--- config.mk ---
export PLATFORM = sky130hd
export DESIGN_NAME = mem_port_arbiter
export DESIGN_NICKNAME = d
export VERILOG_FILES = /design/src/rtl/mem_arb_pkg.sv /design/src/rtl/mem_port_arbiter_rr_pick2.sv /design/src/rtl/mem_port_arbiter.sv
export SDC_FILE = /design/constraint.sdc
export NUM_CORES = 1
export LEC_CHECK = 0
export ABC_AREA = 1
export BUFFER_PORTS_ARGS = -buffer_cell sky130_fd_sc_hd__buf_4
export CORE_MARGIN = 2
export CORE_UTILIZATION = 49
export DETAILED_ROUTE_END_ITERATION = 16
export PLACE_DENSITY = 0.8
export SYNTH_ARGS = -nofsm -noshare
export SYNTH_HDL_FRONTEND = slang
export SYNTH_SLANG_ARGS = --single-unit
--- constraint.sdc ---
create_clock -name clock -period 1.75 [get_ports clock]
set_clock_uncertainty 0.2 [all_clocks]
set_input_delay 0.0875 -clock clock [delete_from_list [all_inputs] [get_ports clock]]
set_output_delay 0.0875 -clock clock [all_outputs]
set_load 0.005 [all_outputs]
--- src/rtl/mem_arb_pkg.sv ---
// Shared types for the main_mem port arbiter.
// FSM encoding, default widths and client index constants.
package mem_arb_pkg;

   typedef enum logic [1:0] {
      ST_IDLE = 2'd0,
      ST_BUSY = 2'd1,
      ST_RESP = 2'd2
   } arb_state_e;

   localparam int ADDR_W_DEF  = 10;
   localparam int DATA_W_DEF  = 32;
   localparam int TIMEOUT_DEF = 64;

   localparam logic CLIENT_0 = 1'b0;
   localparam logic CLIENT_1 = 1'b1;

endpackage

--- src/rtl/mem_port_arbiter_rr_pick2.sv ---
// rr_pick2: combinational 2-way round-robin picker with lock.
// req_i/last_i/lock_valid_i/lock_owner_i -> valid_o, winner_o.
module rr_pick2
   import mem_arb_pkg::*;
(
   input  logic [1:0] req_i,
   input  logic       last_i,
   input  logic       lock_valid_i,
   input  logic       lock_owner_i,
   output logic       valid_o,
   output logic       winner_o
);

   logic [1:0] elig;

   // A held lock masks the other client out entirely.
   always_comb begin
      elig = req_i;
      if (lock_valid_i) begin
         elig = lock_owner_i ? (req_i & 2'b10)
                             : (req_i & 2'b01);
      end
   end

   assign valid_o  = |elig;
   assign winner_o = (&elig) ? ~last_i
                   : (elig[1] ? CLIENT_1 : CLIENT_0);

endmodule

--- src/rtl/mem_port_arbiter.sv ---
// mem_port_arbiter: shares main_mem between I-cache (0) and D-cache (1).
// Ports: req/lock/rw/addr/wdata_x in, rdata/done/err_x out, mem_* bus, grant.
module mem_port_arbiter
   import mem_arb_pkg::*;
#(
   parameter int ADDR_W      = ADDR_W_DEF,
   parameter int DATA_W      = DATA_W_DEF,
   parameter int TIMEOUT_CYC = TIMEOUT_DEF
) (
   input  logic              clock,
   input  logic              reset_n,
   input  logic              req_0,
   input  logic              req_1,
   input  logic              lock_0,
   input  logic              lock_1,
   input  logic              rw_0,
   input  logic              rw_1,
   input  logic [ADDR_W-1:0] addr_0,
   input  logic [ADDR_W-1:0] addr_1,
   input  logic [DATA_W-1:0] wdata_0,
   input  logic [DATA_W-1:0] wdata_1,
   output logic [DATA_W-1:0] rdata_0,
   output logic [DATA_W-1:0] rdata_1,
   output logic              done_0,
   output logic              done_1,
   output logic              err_0,
   output logic              err_1,
   output logic              mem_req,
   output logic              mem_rw,
   output logic [ADDR_W-1:0] mem_addr,
   output logic [DATA_W-1:0] mem_wdata,
   input  logic [DATA_W-1:0] mem_rdata,
   input  logic              mem_done,
   output logic              grant
);

   localparam logic [7:0] TO_LAST = 8'(TIMEOUT_CYC - 1);

   arb_state_e        state_q;
   logic              grant_q, last_q;
   logic              lock_v_q, lock_o_q;
   logic              lock_req_q, abort_q;
   logic              idle_miss_q;
   logic [7:0]        cnt_q;
   logic              mem_req_q, mem_rw_q;
   logic [ADDR_W-1:0] mem_addr_q;
   logic [DATA_W-1:0] mem_wdata_q;
   logic [1:0]        done_q, err_q;
   logic [DATA_W-1:0] rdata0_q, rdata1_q;

   logic              pick_v, pick_w;
   logic              own_req;
   logic [DATA_W-1:0] rdata_d;

   rr_pick2 u_pick (
      .req_i        ({req_1, req_0}),
      .last_i       (last_q),
      .lock_valid_i (lock_v_q),
      .lock_owner_i (lock_o_q),
      .valid_o      (pick_v),
      .winner_o     (pick_w)
   );

   assign own_req = lock_o_q ? req_1 : req_0;
   // Writes return no data to the client.
   assign rdata_d = mem_rw_q ? '0 : mem_rdata;

   always_ff @(posedge clock or negedge reset_n) begin
      if (!reset_n) begin
         state_q     <= ST_IDLE;
         grant_q     <= 1'b0;
         last_q      <= 1'b1;
         lock_v_q    <= 1'b0;
         lock_o_q    <= 1'b0;
         lock_req_q  <= 1'b0;
         abort_q     <= 1'b0;
         idle_miss_q <= 1'b0;
         cnt_q       <= '0;
         mem_req_q   <= 1'b0;
         mem_rw_q    <= 1'b0;
         mem_addr_q  <= '0;
         mem_wdata_q <= '0;
         done_q      <= '0;
         err_q       <= '0;
         rdata0_q    <= '0;
         rdata1_q    <= '0;
      end else begin
         unique case (state_q)
            ST_IDLE: begin
               if (pick_v) begin
                  grant_q     <= pick_w;
                  mem_req_q   <= 1'b1;
                  mem_rw_q    <= pick_w ? rw_1 : rw_0;
                  mem_addr_q  <= pick_w ? addr_1 : addr_0;
                  mem_wdata_q <= pick_w ? wdata_1 : wdata_0;
                  lock_req_q  <= pick_w ? lock_1 : lock_0;
                  cnt_q       <= '0;
                  idle_miss_q <= 1'b0;
                  state_q     <= ST_BUSY;
               end else if (lock_v_q && !own_req) begin
                  // Owner idle two cycles in a row: drop a stuck lock.
                  if (idle_miss_q) begin
                     lock_v_q    <= 1'b0;
                     idle_miss_q <= 1'b0;
                  end else begin
                     idle_miss_q <= 1'b1;
                  end
               end else begin
                  idle_miss_q <= 1'b0;
               end
            end
            ST_BUSY: begin
               if (mem_done) begin
                  mem_req_q       <= 1'b0;
                  abort_q         <= 1'b0;
                  done_q[grant_q] <= 1'b1;
                  if (grant_q) rdata1_q <= rdata_d;
                  else         rdata0_q <= rdata_d;
                  state_q         <= ST_RESP;
               end else if (cnt_q == TO_LAST) begin
                  mem_req_q      <= 1'b0;
                  abort_q        <= 1'b1;
                  err_q[grant_q] <= 1'b1;
                  state_q        <= ST_RESP;
               end else begin
                  cnt_q <= cnt_q + 8'd1;
               end
            end
            ST_RESP: begin
               done_q      <= '0;
               err_q       <= '0;
               rdata0_q    <= '0;
               rdata1_q    <= '0;
               last_q      <= grant_q;
               lock_v_q    <= lock_req_q && !abort_q;
               lock_o_q    <= grant_q;
               idle_miss_q <= 1'b0;
               state_q     <= ST_IDLE;
            end
            default: state_q <= ST_IDLE;
         endcase
      end
   end

   assign mem_req   = mem_req_q;
   assign mem_rw    = mem_rw_q;
   assign mem_addr  = mem_addr_q;
   assign mem_wdata = mem_wdata_q;
   assign grant     = grant_q;
   assign done_0    = done_q[0];
   assign done_1    = done_q[1];
   assign err_0     = err_q[0];
   assign err_1     = err_q[1];
   assign rdata_0   = rdata0_q;
   assign rdata_1   = rdata1_q;

endmodule

==> results.md <==
* Status: completed
* Internal power at 9633 uW
* Most common cell after layout, fill and taps aside: nand2_1
* Max clock buf depth at 2
* Area of the multi-input gates at 2641 um^2
* Total gr overflow at 0
* Hold Path Cell Cnt at 5
* Fin cells at 1376
* CP peak stage delay at 450 ps
* Commonest non-fill, non-tap cells in the layout: 452 x nand2_1, 256 x buf_4, 127 x dfrtp_1
* Largest net degree at the start of global routing at 56
* Final-report setup violation count at 0
* Layout fillers at slightly below 700
* Synthesized instance count at 828
* Fmax at 0.5804 GHz
* Synth Area per Inst at about 7.4 um^2
* Final Hold Slack at approximately 32 ps
* Placed cell count at 1216
* Final period util at 0.9846
* WP data required at 1850 ps
* DR vias/cell at 5.355
* Crit-path cells: a21oi_4 > nand2_2 > buf_8 > nand3_1 > nand2_1 > nand2_1 > nand2_1
* GPL Wtd Cong at 0.8231
* Clk network pwr share at 0.222
* Vias at 7369
* Worst Setup Start Kind: flop
* Die area at around 13000 um^2
* Hold endpoint: lock_v_q$_DFFE_PN0P_
* R2r startpoint: lock_v_q$_DFFE_PN0P_
* Slowest-stage cell, CP: dfrtp_1
* IR drop worst, VDD at 0.8504 mV
* Maximum fanout along the worst path at 44
* Final hold vios at 0
* Post-DP HPWL at 12870 um
* Reg clk slew, reported paths at 60 ps
* Core area at 12110 um^2
* HP Start: req_0
* Sequential cell area fraction in the yosys report at 0.5256
* RSZ-0062 raised after global routing: no
* Netlist cell types at 26
* Share of post-route cells with drive strength above 1 at 0.2724
* First-pass GRT wire length at 36890 um
* I/O pin cnt at around 240
* Worst hold path type: primary input to flop
* Post-layout min period at between 1500 and 2000 ps
* Area Growth Syn to Fin at 65.69%
* Most frequent cell on the critical path: nand2_1
* DRT Pass-1 Iters at 5
* Final WL at 23720 um
* Clock sinks at approximately 130
* Crit Path Class: flop to flop
* Vias in the first global route at 7496
* Slew headroom at 0.7326
* Yosys top cell area share at 0.5213
* Clk root buf: clkbuf_16
* Iter 0 DRT Violations at around 730
* Static Leak at 0.005657 uW
* Critical path capture point type: flop
* Sw Share at 0.3847
* WP data arrival at 1820 ps
* Storage element area at 3231 um^2
* Combinational Power Share at 0.455
* Insertion delay to the later sink of the worst-skew pair at 410 ps
* FF-to-FF setup slack at approximately 27 ps
* Pins over their slew limit at 0
* Input/output buffers at 237
* #FFs+latches synth at 129
* Number of cells on the worst reg-to-reg path at 7
* Max cap viols at 0
* Area leader, netlist: dfrtp_1
* Routed WL per cell at 17.24 um
* Cell area power density at about 1500 nW/um^2
* Initial antenna violation count at 0
* Switching power total at 6023 uW
* Die Span Y at 116.0 um
* Synth top area cells: dfrtp_1 52%, nand2_1 28%, nand3_1 7.9%
* R2R Path End: mem_wdata[20]$_DFFE_PN0P_
* Least-Margin Pin Slew at 401.2 ps
* CTS tree: done
* YS warnings at 0
* Die outline width at around 120 um
* Ant diodes at 0
* Final #Nets at about 1.3k
* Mapped Area at 6145 um^2
* Max H-tree Level at 4
* DRT antenna net count at 0
* Initial Util at 0.5073
* Post-route DRC at 0
* Core Rows at 40
* Number of CTS-inserted buffers at 17
* Final Total Pwr at 15660 uW
* Reg power frac at 0.323
* Total track usage at 0.3545
* Syn_nets at roughly 950
per-layer routing:
metal | up-vias | GRT usage | routed length (um) | part of all wire
met5 | - | 0 | 0 | 0
met4 | 0 | 0.1992 | 1209 | 0.051
met3 | 106 | 0.09676 | 2327 | 0.098
met2 | 503 | 0.5883 | 11620 | 0.49
met1 | 3453 | 0.4177 | 8558 | 0.36
li1 | 3307 | - | - | -
worst max path at each step:
stage,cells past startpoint,from,to
floorplan,8,lock_o_q$_DFFE_PN0P_,mem_addr[0]$_DFFE_PN0P_
global placement,7,lock_o_q$_DFFE_PN0P_,mem_req$_DFFE_PN0P_
detailed placement,7,lock_o_q$_DFFE_PN0P_,mem_addr[4]$_DFFE_PN0P_
CTS,7,lock_o_q$_DFFE_PN0P_,grant$_DFFE_PN0P_
global route,8,lock_o_q$_DFFE_PN0P_,lock_req_q$_DFFE_PN0P_
finish,7,lock_v_q$_DFFE_PN0P_,mem_wdata[20]$_DFFE_PN0P_
power groups by stage:
stage          clock [uW]  combinational, uW  sequential, uW
3_3_place_gp            0               6220            4960
3_5_place_dp            0               6390            4960
4_1_cts              3480               6700            4970
2_1_floorplan           0               3120            4960
6_report             3480               7120            5050
5_1_grt              3630               7740            5170
cell families after synthesis:
kind of cell | after synthesis | synth area share
adder cells (fa/ha/maj) | 1 | 0.002036
buffers and inverters | 65 | 0.05294
AND/OR/NAND/NOR | 618 | 0.4032
AO/OA/AOI/OAI | 14 | 0.01486
flip-flops | 129 | 0.5256
XOR/XNOR | 1 | 0.001426
layout make-up:
type	count	area share
timing repair buffer	395	0.3385
sequential	129	0.3173
multi-input combinational	634	0.2594
clock buffer	21	0.04621
tap	168	0.02065
clock inverter	10	0.01081
inverter	19	0.007128
worst max-delay path: cells and delay by family, from the launching register on:
family          cells  cell delay [ps]
flops               1              450
compound gates      1              220
simple gates        5              500
buf+inv             1              220
cells in the mapped netlist (all sizes together):
cell type / number
or2: 1
ha: 1
clkbuf: 8
o211ai: 1
xor2: 1
inv: 18
nor2: 56
clkinv: 1
a21boi: 1
nor3: 1
buf: 38
a21oi: 4
nand3: 97
nand2: 463
o21bai: 2
dfrtp: 128
o21ai: 6
dfstp: 1
metrics by stage:
stage	instance area, um^2	util	setup slack (ps)	setup TNS [ps]
6_report	10180	0.8406	26.93	0
5_1_grt	10180	0.8406	6.056	0
4_1_cts	10110	0.8348	48.39	0
3_5_place_dp	8255	0.6816	-76.18	-2244
3_3_place_gp	8255	0.6816	-13.94	-15.08
2_1_floorplan	6145	-	200.3	0
state kept, by name, summed over array words and instances, names as in the netlist:
| signal | flops |
|---|---|
| abort_q | 1 |
| cnt_q | 8 |
| done_q | 2 |
| err_q | 2 |
| grant | 1 |
| idle_miss_q | 1 |
| last_q | 1 |
| lock_o_q | 1 |
| lock_req_q | 1 |
| lock_v_q | 1 |
| mem_addr | 10 |
| mem_req | 1 |
| mem_rw | 1 |
| mem_wdata | 32 |
| rdata_0 | 32 |
| rdata_1 | 32 |
| state_q | 2 |
what timing repair did:
action                                  CTS  global route
gates resized for setup                   2            12
endpoints found under the setup margin   45            37
hold endpoints to repair                246             0
cloned                                    0             1
hold buffers                            124             0
pin swaps                                 1             3
buffers inserted                          3             1
(Power assumes the default switching activity.)
